## src/rtl/mmio_bridge.sv

```systemverilog
// mmio_bridge: routes the core's byte-serial bus to the 128 KB RAM or to the I/O block
// (UART RX/TX with a TX FIFO, cycle counter snapshot and the program-stop sequence).
module mmio_bridge #(
    parameter int TX_DEPTH    = 8,
    parameter int FULL_MARGIN = 2
) (
    input  logic        clk_in,
    input  logic        rst_in,
    input  logic        rdy_in,
    input  logic [31:0] cpu_a,
    input  logic [7:0]  cpu_dout,
    input  logic        cpu_wr,
    output logic [7:0]  cpu_din,
    output logic        io_buffer_full,
    output logic [16:0] ram_a,
    output logic [7:0]  ram_din,
    output logic        ram_we,
    input  logic [7:0]  ram_dout,
    input  logic        rx_valid,
    input  logic [7:0]  rx_data,
    output logic        rx_pop,
    output logic        tx_valid,
    output logic [7:0]  tx_data,
    input  logic        tx_ready,
    output logic        tx_overflow,
    output logic        halt
);
    localparam int PW = $clog2(TX_DEPTH);
    localparam int CW = PW + 1;

    typedef enum logic [1:0] {
        RUN   = 2'd0,
        DRAIN = 2'd1,
        HALT  = 2'd2
    } state_t;

    state_t          state;
    state_t          state_next;
    logic [31:0]     cnt;
    logic [31:0]     cnt_snap;
    logic [7:0]      rx_q;
    logic [3:0]      sel_q;
    logic [7:0]      fifo_mem [TX_DEPTH];
    logic [PW-1:0]   wr_ptr;
    logic [PW-1:0]   rd_ptr;
    logic [CW-1:0]   count;
    logic [CW-1:0]   count_next;

    logic       io;
    logic       act;
    logic [2:0] offset;
    logic       rx_rd;
    logic       snap_rd;
    logic       stop_wr;
    logic       push_req;
    logic       push;
    logic       pop;
    logic       unused_addr_bits;

    assign io       = (cpu_a[17:16] == 2'b11);
    assign act      = rdy_in & (state != HALT);
    assign offset   = cpu_a[2:0];
    assign unused_addr_bits = ^cpu_a[31:18];

    assign ram_a    = cpu_a[16:0];
    assign ram_din  = cpu_dout;
    assign ram_we   = cpu_wr & ~io & rdy_in;

    // RX pops and TX pushes are only legal while running; snapshots stay live during drain.
    assign rx_rd    = act & io & ~cpu_wr & (offset == 3'd0) & (state == RUN);
    assign snap_rd  = act & io & ~cpu_wr & (offset == 3'd4);
    assign stop_wr  = act & io & cpu_wr & (offset == 3'd4) & (state == RUN);
    assign push_req = act & io & cpu_wr & (offset == 3'd0) & (cpu_dout != 8'h00) & (state == RUN);

    assign tx_valid = (count != '0);
    assign tx_data  = tx_valid ? fifo_mem[rd_ptr] : 8'h00;
    assign pop      = tx_valid & tx_ready;
    assign push     = push_req & ((count < CW'(TX_DEPTH)) | pop);
    assign rx_pop   = rx_rd & rx_valid & ~rst_in;
    assign halt     = (state == HALT);

    // NOTE: every always_comb output gets a default first so no path can infer a latch.
    always_comb begin
        count_next = count;
        if (push && !pop) begin
            count_next = count + CW'(1);
        end else if (pop && !push) begin
            count_next = count - CW'(1);
        end
    end

    always_comb begin
        state_next = state;
        case (state)
            RUN:     if (stop_wr) state_next = (count == '0) ? HALT : DRAIN;
            DRAIN:   if (count == '0) state_next = HALT;
            HALT:    state_next = HALT;
            default: state_next = RUN;
        endcase
    end

    always_comb begin
        cpu_din = 8'h00;
        if (!sel_q[3]) begin
            cpu_din = ram_dout;
        end else begin
            case (sel_q[2:0])
                3'd0:    cpu_din = rx_q;
                3'd4:    cpu_din = cnt_snap[7:0];
                3'd5:    cpu_din = cnt_snap[15:8];
                3'd6:    cpu_din = cnt_snap[23:16];
                3'd7:    cpu_din = cnt_snap[31:24];
                default: cpu_din = 8'h00;
            endcase
        end
    end

    // NOTE: non-blocking assignments for all state so every register samples pre-edge values.
    always_ff @(posedge clk_in) begin
        if (rst_in) begin
            state          <= RUN;
            cnt            <= '0;
            cnt_snap       <= '0;
            rx_q           <= 8'h00;
            sel_q          <= 4'h0;
            wr_ptr         <= '0;
            rd_ptr         <= '0;
            count          <= '0;
            io_buffer_full <= 1'b0;
            tx_overflow    <= 1'b0;
        end else begin
            state <= state_next;
            if (act) cnt <= cnt + 32'd1;
            if (rdy_in) sel_q <= {io, offset};
            if (snap_rd) cnt_snap <= cnt;
            if (rx_rd) rx_q <= rx_valid ? rx_data : 8'h00;
            if (push) wr_ptr <= wr_ptr + PW'(1);
            if (pop) rd_ptr <= rd_ptr + PW'(1);
            count          <= count_next;
            io_buffer_full <= (count_next >= CW'(TX_DEPTH - FULL_MARGIN));
            if (push_req && !push) tx_overflow <= 1'b1;
        end
    end

    // NOTE: FIFO storage is not reset; occupancy is tracked by count and tx_data is masked when empty.
    always_ff @(posedge clk_in) begin
        if (push) fifo_mem[wr_ptr] <= cpu_dout;
    end

endmodule

```

## config.mk

```make
export PLATFORM = sky130hd
export DESIGN_NAME = mmio_bridge
export DESIGN_NICKNAME = d
export VERILOG_FILES = /design/src/rtl/mmio_bridge.sv
export SDC_FILE = /design/constraint.sdc
export NUM_CORES = 1
export LEC_CHECK = 0
export ABC_CLOCK_PERIOD_IN_PS = 2650
export BUFFER_PORTS_ARGS = -buffer_cell sky130_fd_sc_hd__buf_2
export CORE_MARGIN = 2
export CORE_UTILIZATION = 51
export DETAILED_ROUTE_END_ITERATION = 8
export PLACE_DENSITY = 0.78
export SETUP_SLACK_MARGIN = 0.5
export SLEW_MARGIN = 25
export SYNTH_ARGS = -nofsm -noshare
export SYNTH_HDL_FRONTEND = slang
export SYNTH_SLANG_ARGS = --single-unit
```

## constraint.sdc

```tcl
create_clock -name clk_in -period 2.65 [get_ports clk_in]
set_clock_uncertainty 0.05 [all_clocks]
set_input_delay 0.53 -clock clk_in [delete_from_list [all_inputs] [get_ports clk_in]]
set_output_delay 0.53 -clock clk_in [all_outputs]
set_load 0.005 [all_outputs]
```

==> impl_metrics.ini, run 1 <==
[run_status]
status = completed

[final_layout]
multi_input_area_mm2 = 0.00314
syn_to_final_growth_pct = 24.7
drive_gt1_share_pct = 32.4
stdcell_area_mm2 = 0.00862
nNetsFinal = 810
final-instance-count-excl-fill = 928
seqCellArea_mm2 = 0.00381
diodes = 0
utilization_pct = 65.1
fillers = 954

[timing]
worstMarginPinSlew_ns = 0.570
drv_slew = 0
rsz0062_at_grt = true
fin_tns_setup_ns = 0
timing.max_slew.rel_slack_pct = 61.9
setup_slack_ns = 0.209
hold_viol_final = 0
max_freq_mhz = 410
period_minus_slack_ns = 2.44
fin_crit_sh_pct = 92.1
setup_viol = 0

[power]
clkPwrFrac_pct = 39.4
power_frac_seq_pct = 44.9
comb_power_share_pct = 15.7
p_per_area_mw_per_mm2 = 682
p_sw_share_pct = 25.9
p_leak_uw = 0.00305
switching_power_uw = 1520
irDropWorstVdd_mv = 0.462
internal_power_uw = 4350

[floorplan]
initial_utilization_pct = 52.2
core_mm2 = 0.0132
dieWidth_um = 120
ios = 109
die_y_um = 120
die-area_mm2 = 0.0145
row_count = 42

[yosys]
synth_mux_area_share_pct = 8.73
yosysWarnings = 0
synth_fp_nets = 736
ys_seq_area_share_pct = 54.8
synthArstFlopShare_pct = 0
synth_area_leader_cell = edfxtp_1
synth_ff_type = dfxtp_1
avgSynthCellArea_um2 = 10.4
synth_xor_area_share_pct = 4.06
ys_types = 51
synth-compound-area-share_pct = 7.75
ys_top_cells_by_area = edfxtp_1 28%, dfxtp_1 27%, nand2_1 5.6%
synth_top_area_share_pct = 27.8
ys_seq_elements = 157
synth_fa_ha_area_share_pct = 1.63
synth_top_family_by_area = simple AND/OR/NAND/NOR gates
synthCells = 665
synth_area_mm2 = 0.00691
synth_edf_count = 64
synth-simple-area-share_pct = 17.2

[clock_tree]
hold_buffers = 0
htreeDepth = 4
cts_tree = done
cts_buffer_depth = 2
clock_latency_ns = 0.43
cts_made_buffers = 17
cts-root-buf = clkbuf_16
cts.clk_slew.worst_paths_ns = 0.06
clkSinkCount = 157

[worst_setup_path]
critPathArrivalTime_ns = 1.86
crit_required_ns = 2.07
cp_cell_sequence = buf_12, mux4_2, mux2i_2, nor2_1, buf_2
cp-start-kind = register
cpPeakStageDelay_ns = 0.52
cp_slowest_cell = mux4_2
cp_top_family = multiplexers
crit_fanout = 8
r2r_cells = 10
crit_buf_inv = 2
crit_path_end_kind = output port
r2r_end = cnt[24]
reg2reg_from = state[0]
path_class = register to output port
r2r_slack_ns = 0.44

[worst_hold_path]
whs_endpoint = fifo_mem[2][0]
hold_path.startpoint = cpu_dout[0]
min_path_type = input port to register
min_path_cells = 1

[global_route]
first_global_vias = 5183
grt-ovfl-total = 0
grt_pass1_wl_um = 25500
grt_max_degree = 78
antenna_found_initial = 0
track_usage_pct = 22.9

[placement]
dp_slack_ns = 0.190
dpl_cell_area_mm2 = 0.00740
portBuffers = 68
gp_congestion = 0.858
dpl.cell_count = 866
place_hpwl_um = 10300

[drt]
wirelength_um = 16500
drt_iter0_markers = 404
drc = 0
vias_per_cell = 5.62
vias = 5215
firstDrtPassIters = 5
ant_nets = 0
routedWlPerCell_um = 17.8

[job]
maxCapViolCount = 0
==> flip-flops by register name, summed over array words and instances (netlist names), named ones only <==
register / flops
state: 2
cnt: 32
tx_overflow: 1
cnt_snap: 32
fifo_mem: 64
rd_ptr: 3
count: 4
io_buffer_full: 1
sel_q: 4
wr_ptr: 3
rx_q: 8
==> per-stage QoR <==
stage	hold slack, ns	power (uW)
after global routing	0.265	6070
after detailed placement	0.397	3420
after global placement	0.394	3380
final	0.272	5870
after floorplan	0.382	3170
after CTS	0.258	5780
==> power groups by stage <==
stage / sequential [uW] / clock, uW / combinational [uW]
6_report: 2640 / 2310 / 922
5_1_grt: 2640 / 2420 / 1000
4_1_cts: 2620 / 2320 / 828
3_5_place_dp: 2660 / 0 / 759
3_3_place_gp: 2660 / 0 / 727
2_1_floorplan: 2640 / 0 / 531
==> cell usage in the layout, fill, tap and decap left out, types with 8 or more instances in the layout <==
cell       count
nand2_1       99
dfxtp_1       84
buf_2         68
edfxtp_1      64
nor2_1        62
a21oi_1       52
buf_4         30
nand3_1       23
xor2_1        19
clkbuf_16     19
mux4_2        16
mux2i_1       15
xnor2_1       13
inv_1         11
a21oi_2        8
o22ai_1        8
==> cell usage after synthesis, types with 3 or more instances <==
cell / count
nand4_1: 4
and3_1: 3
clkbuf_1: 22
inv_1: 16
nor2_1: 73
xor2_1: 19
edfxtp_1: 64
nor3_1: 7
a22oi_1: 7
o21ai_0: 13
nand2_1: 103
nor4_1: 3
or3_1: 5
nand3_1: 25
dfxtp_1: 93
mux4_2: 16
and2_1: 4
buf_4: 25
ha_1: 9
mux2i_1: 22
a21oi_1: 60
nor2b_1: 3
xnor2_1: 13
nand2b_1: 3
o22ai_1: 8
buf_2: 10
==> routing by layer <==
metal	vias up	routed length (um)	GRT usage (%)
met2	180	8710	40.5
met3	46	754	6.51
met5	-	0	0
met1	2536	6530	25.5
li1	2453	-	-
met4	0	511	10.2
==> worst register-to-register path, stage by stage (launching register included) <==
cell and delay, ns:
dfxtp_2 0.34, inv_2 0.06, ha_4 0.17, buf_6 0.12
and4b_4 0.36, nand4_4 0.14, or3_4 0.44, buf_4 0.16
nor2_4 0.09, xnor2_1 0.13, nor2_1 0.06
==> worst max-delay path by stage <==
stage,depth (start not counted),slack [ns],end,startpoint
2_1_floorplan,6,0.52,rx_pop,rdy_in
3_3_place_gp,7,0.28,io_buffer_full,cpu_dout[1]
3_5_place_dp,7,0.19,io_buffer_full,cpu_dout[4]
4_1_cts,5,0.20,tx_data[3],register
5_1_grt,5,0.15,tx_data[3],register
6_report,5,0.21,tx_data[3],register
==> final cells by class <==
class | count | area share (%)
Tap cell | 176 | 2.56
Inverter | 17 | 0.770
Sequential cell | 157 | 44.2
Clock inverter | 10 | 0.915
Timing Repair Buffer | 114 | 9.42
Multi-Input combinational cell | 432 | 36.5
Clock buffer | 22 | 5.65
==> cell families after synthesis <==
| logic type | count (synthesis) |
|---|---|
| multiplexers | 40 |
| AND/OR/NAND/NOR | 253 |
| XOR/XNOR | 32 |
| buffers and inverters | 77 |
| flip-flops | 157 |
| adder cells (fa/ha/maj) | 9 |
| AO/OA/AOI/OAI | 97 |
==> what timing repair did <==
| item | in CTS | in global routing |
|---|---|---|
| pin swaps | 18 | 11 |
| cloned | 1 | 1 |
| setup endpoints to repair | 93 | 75 |
| setup buffers | 13 | 15 |
| resized for setup | 55 | 49 |
Note: power is estimated with default switching activity, not from simulation.
==> run 2: changes to the inputs <==
--- a/config.mk
+++ b/config.mk
@@ -7,8 +7,10 @@
 export LEC_CHECK = 0
 export ABC_CLOCK_PERIOD_IN_PS = 2650
 export BUFFER_PORTS_ARGS = -buffer_cell sky130_fd_sc_hd__buf_2
+export CELL_PAD_IN_SITES_DETAIL_PLACEMENT = 1
+export CELL_PAD_IN_SITES_GLOBAL_PLACEMENT = 1
 export CORE_MARGIN = 2
-export CORE_UTILIZATION = 51
+export CORE_UTILIZATION = 40
 export DETAILED_ROUTE_END_ITERATION = 8
 export PLACE_DENSITY = 0.78
 export SETUP_SLACK_MARGIN = 0.5
==> run 2 against run 1 <==
  * Maximum frequency is 0.48% lower
  * Wire length increased by 29%
  * Critical endpoint is now tx_data[2]
  * First-iteration DRC count shrank 18%
  * Highest routed layer unchanged
  * Worst hold slack gained 0.041 ns
  * Sequential cell count did not move
==> impl_metrics.ini, run 2 (synthesized netlist as in run 1, its figures left out) <==
[worst_setup_path]
r2r_cells = 7
cp-start-kind = register
r2r_slack_ns = 0.48
crit_path_end_kind = output port
crit_fanout = 8
cp_cell_sequence = buf_12, mux4_2, mux2i_2, nor2_1, buf_2
reg2reg_from = state[0]
r2r_end = cnt[30]
critPathArrivalTime_ns = 1.87
cpPeakStageDelay_ns = 0.51
path_class = register to output port
cp_slowest_cell = mux4_2
crit_required_ns = 2.07

[final_layout]
mostFrequentLayoutCell = nand2_1
stdcell_area_mm2 = 0.00883
syn_to_final_growth_pct = 27.8
largest_reg_flops = 64
drive_gt1_share_pct = 34.5
fillers = 1822
nNetsFinal = 812
diodes = 0
regMostFlops = fifo_mem
largest_registers = fifo_mem x64, cnt x32, cnt_snap x32
mostFrequentLayoutCells = 101 x nand2_1, 82 x dfxtp_1, 67 x buf_2, 64 x edfxtp_1, 63 x nor2_1

[power]
p_leak_uw = 0.00311
internal_power_uw = 4450
p_per_area_mw_per_mm2 = 709
comb_power_share_pct = 17.0
clkPwrFrac_pct = 40.9
irDropWorstVdd_mv = 0.559
finalPower_uw = 6260
power_frac_seq_pct = 42.1
p_sw_share_pct = 28.9
switching_power_uw = 1810

[floorplan]
core_mm2 = 0.0171
row_count = 48
ios = 109
initial_utilization_pct = 40.4
dieWidth_um = 135
die_y_um = 135
die-area_mm2 = 0.0183

[timing]
hold_viol_final = 0
worstMarginPinSlew_ns = 0.800
period_minus_slack_ns = 2.45
drv_slew = 0
fin_tns_setup_ns = 0
setup_slack_ns = 0.197
fin_crit_sh_pct = 92.6
setup_viol = 0
max_freq_mhz = 408
rsz0062_at_grt = true
timing.max_slew.rel_slack_pct = 46.6

[worst_hold_path]
whs_endpoint = fifo_mem[2][1]
min_path_cells = 1
min_path_type = input port to register
hold_path.startpoint = cpu_dout[1]

[drt]
vias = 5481
firstDrtPassIters = 4
wirelength_um = 21300
routedWlPerCell_um = 21.8
ant_nets = 0
drt_iter0_markers = 333
vias_per_cell = 5.60
drc = 0

[clock_tree]
clock_latency_ns = 0.43
cts_buffer_depth = 2
cts_tree = done
cts-root-buf = clkbuf_16
clkSinkCount = 157
cts_made_buffers = 17
cts.clk_slew.worst_paths_ns = 0.08
htreeDepth = 4
hold_buffers = 0

[global_route]
grt_max_degree = 77
first_global_vias = 5673
track_usage_pct = 22.1
antenna_found_initial = 0
grt-ovfl-total = 0
grt_pass1_wl_um = 30900

[job]
maxCapViolCount = 0

[placement]
place_hpwl_um = 12100
gp_congestion = 0.843
dp_slack_ns = 0.177
portBuffers = 68
dpl_cell_area_mm2 = 0.00745

[run_status]
status = completed
## run 2: how the worst max path moves through the flow
stage	startpoint	slack [ns]	cells past startpoint	endpoint
2_1_floorplan	rdy_in	0.52	6	rx_pop
3_3_place_gp	rdy_in	0.20	6	rx_pop
3_5_place_dp	rdy_in	0.18	6	rx_pop
4_1_cts	register	0.16	5	tx_data[7]
5_1_grt	register	0.12	5	tx_data[2]
6_report	register	0.20	5	tx_data[2]
## run 2: repair_timing
| action | in CTS | in global routing |
|---|---|---|
| buffers inserted | 24 | 6 |
| pin swaps | 26 | 20 |
| gates resized for setup | 65 | 51 |
| cloned | 2 | 0 |
| setup endpoints to repair | 127 | 92 |
## run 2: metal layers
| layer | wire length [um] | vias to the layer above | global-route usage [%] |
|---|---|---|---|
| met3 | 800 | 52 | 4.19 |
| li1 | - | 2456 | - |
| met1 | 8590 | 2817 | 26.1 |
| met5 | 0 | - | 0 |
| met2 | 11200 | 156 | 39.3 |
| met4 | 746 | 0 | 9.20 |
## run 2: final cells by class
type | instances | area, um2 | share of cell area (%)
multi-input cells | 431 | 3180 | 36.1
inverters | 17 | 68.8 | 0.779
flip-flops and latches | 157 | 3810 | 43.2
well taps | 225 | 282 | 3.19
clock buffers | 17 | 425 | 4.82
repair buffers | 117 | 871 | 9.86
clock inverters | 15 | 189 | 2.14
## run 2: through the flow
stage | util (%) | hold WS [ns] | instances
after floorplan | - | 0.382 | 665
after global placement | 43.5 | 0.395 | 915
after detailed placement | 43.5 | 0.399 | 915
after CTS | 50.2 | 0.263 | 973
after global routing | 51.6 | 0.308 | 979
final | 51.6 | 0.313 | 979
## run 2: worst max-delay path: cells and delay by family, from the launching register on
kind	cells	cell delay (ns)
buffers and inverters	2	0.27
muxes	2	0.71
DFF	1	0.39
and+or+nand+nor	1	0.07
## run 2: power by group through the flow
stage | Combinational [uW] | Clock (uW) | Sequential [uW]
2_1_floorplan | 531 | 0 | 2640
3_3_place_gp | 746 | 0 | 2650
3_5_place_dp | 798 | 0 | 2660
4_1_cts | 919 | 2550 | 2620
5_1_grt | 1130 | 2670 | 2640
6_report | 1070 | 2560 | 2630
==> run 3: changes to the inputs <==
--- a/config.mk
+++ b/config.mk
@@ -11,8 +11,10 @@
 export CELL_PAD_IN_SITES_GLOBAL_PLACEMENT = 1
 export CORE_MARGIN = 2
 export CORE_UTILIZATION = 40
+export CTS_BUF_LIST = sky130_fd_sc_hd__clkbuf_16
 export DETAILED_ROUTE_END_ITERATION = 8
-export PLACE_DENSITY = 0.78
+export PLACE_DENSITY_LB_ADDON = 0.1
+export RECOVER_POWER = 50
 export SETUP_SLACK_MARGIN = 0.5
 export SLEW_MARGIN = 25
 export SYNTH_ARGS = -nofsm -noshare
==> run 3 against run 2 <==
  * Wire length down 17%
  * Via count down 6.9%
  * Worst hold slack improved by 0.0091 ns
  * Cell count grew 0.61%
  * Register-to-register slack worse by 0.19 ns
  * Die area stayed put
  * Cell area fell by 2.9%
  * Largest cell class unchanged
  * Largest power group unchanged
==> impl_metrics.ini, run 3 (synthesized netlist as in run 1, its figures left out) <==
[run_status]
status = completed

[worst_setup_path]
setup.worst_path.end = cpu_din[2]
r2r_cells = 9
crit_path_end_kind = output port
cp-start-kind = register
crit_fanout = 7
critPathArrivalTime_ns = 1.87
path_class = register to output port
reg2reg_from = count[0]
crit_start = sel_q[1]
r2r_end = io_buffer_full
crit_required_ns = 2.07
r2r_slack_ns = 0.29

[placement]
dpl.cell_count = 926
dp_slack_ns = 0.0192
gp_congestion = 0.788
portBuffers = 68
place_hpwl_um = 12200

[timing]
rsz0062_at_grt = true
worstMarginPinSlew_ns = 1.04
setup_viol = 0
drv_slew = 0
fin_tns_setup_ns = 0
timing.max_slew.rel_slack_pct = 30.6
hold_viol_final = 0
fin_crit_sh_pct = 92.5
setup_slack_ns = 0.199
max_freq_mhz = 408
period_minus_slack_ns = 2.45
hold_ws_ns = 0.322

[global_route]
grt_pass1_wl_um = 28500
track_usage_pct = 20.5
grt-ovfl-total = 0
antenna_found_initial = 0
grt_max_degree = 50
first_global_vias = 5271

[floorplan]
die-area_mm2 = 0.0183
dieWidth_um = 135
ios = 109
initial_utilization_pct = 40.4
core_mm2 = 0.0171
die_y_um = 135
row_count = 48

[clock_tree]
cts.clk_slew.worst_paths_ns = 0.06
clock_latency_ns = 0.43
cts_made_buffers = 17
cts_buffer_depth = 2
clkSinkCount = 157
cts_tree = done
htreeDepth = 4
hold_buffers = 0
cts-root-buf = clkbuf_16

[drt]
ant_nets = 0
drt_iter0_markers = 238
firstDrtPassIters = 4
vias = 5101
vias_per_cell = 5.18
routedWlPerCell_um = 18.0
drc = 0
wirelength_um = 17700

[final_layout]
final-instance-count-excl-fill = 985
largest_registers = fifo_mem x64, cnt x32, cnt_snap x32
syn_to_final_growth_pct = 24.1
mostFrequentLayoutCells = 101 x nand2_1, 88 x dfxtp_1, 67 x nor2_1, 64 x edfxtp_1, 50 x a21oi_1
fillers = 1895
nNetsFinal = 818
drive_gt1_share_pct = 27.8
largest_reg_flops = 64
regMostFlops = fifo_mem
diodes = 0
mostFrequentLayoutCell = nand2_1

[power]
p_leak_uw = 0.00300
finalPower_uw = 5990
p_per_area_mw_per_mm2 = 699
irDropWorstVdd_mv = 0.492

[job]
maxCapViolCount = 0

[worst_hold_path]
min_path_type = input port to register
hold_path.startpoint = cpu_dout[0]
run 3: stage by stage:
step           util (%)  instance area (um2)
2_1_floorplan         -                 7050
3_3_place_gp       44.0                 7530
3_5_place_dp       44.0                 7530
4_1_cts            49.5                 8460
5_1_grt            50.1                 8570
6_report           50.1                 8570
run 3: power breakdown:
part	leakage, uW	internal (uW)	total (uW)	switching, uW
clock	0.000297	1480	2480	995
combinational	0.00138	425	896	471
sequential	0.00133	2560	2620	60.1
total	0.00300	4470	5990	1530
run 3: what timing repair did:
item                       CTS  global route
setup endpoints to repair  111            87
gates resized for setup     62            29
gates cloned                 1             0
pin swaps                   22            17
buffers inserted            14            12
run 3: layout make-up:
type	count	area (um2)	share of cell area, %
well taps	225	282	3.28
repair buffers	123	827	9.65
multi-input cells	431	3000	35.0
clock inverters	15	171	2.00
flip-flops and latches	157	3800	44.3
clock buffers	17	425	4.96
inverters	17	68.8	0.803
run 3: how the worst min path moves through the flow:
stage,endpoint,cells past startpoint,slack (ns)
after floorplan,rx_q[0],2,0.38
after global placement,cnt_snap[6],2,0.39
after detailed placement,cnt_snap[5],2,0.40
after CTS,fifo_mem[2][0],1,0.26
after global routing,fifo_mem[2][0],1,0.32
final,fifo_mem[2][0],1,0.32
run 3: worst max-delay path, stage by stage (launching register included):
cell	delay [ns]
dfxtp_1	0.52
buf_8	0.18
mux2i_4	0.23
o21ai_2	0.07
a21oi_2	0.19
o22ai_1	0.09
buf_2	0.15
run 3: routing by layer:
layer,vias to the layer above,track usage (%),share of wire (%)
li1,2466,-,-
met1,2544,25.7,45
met2,79,36.0,52
met3,12,3.67,2.8
met4,0,6.77,1.2
met5,-,0,0
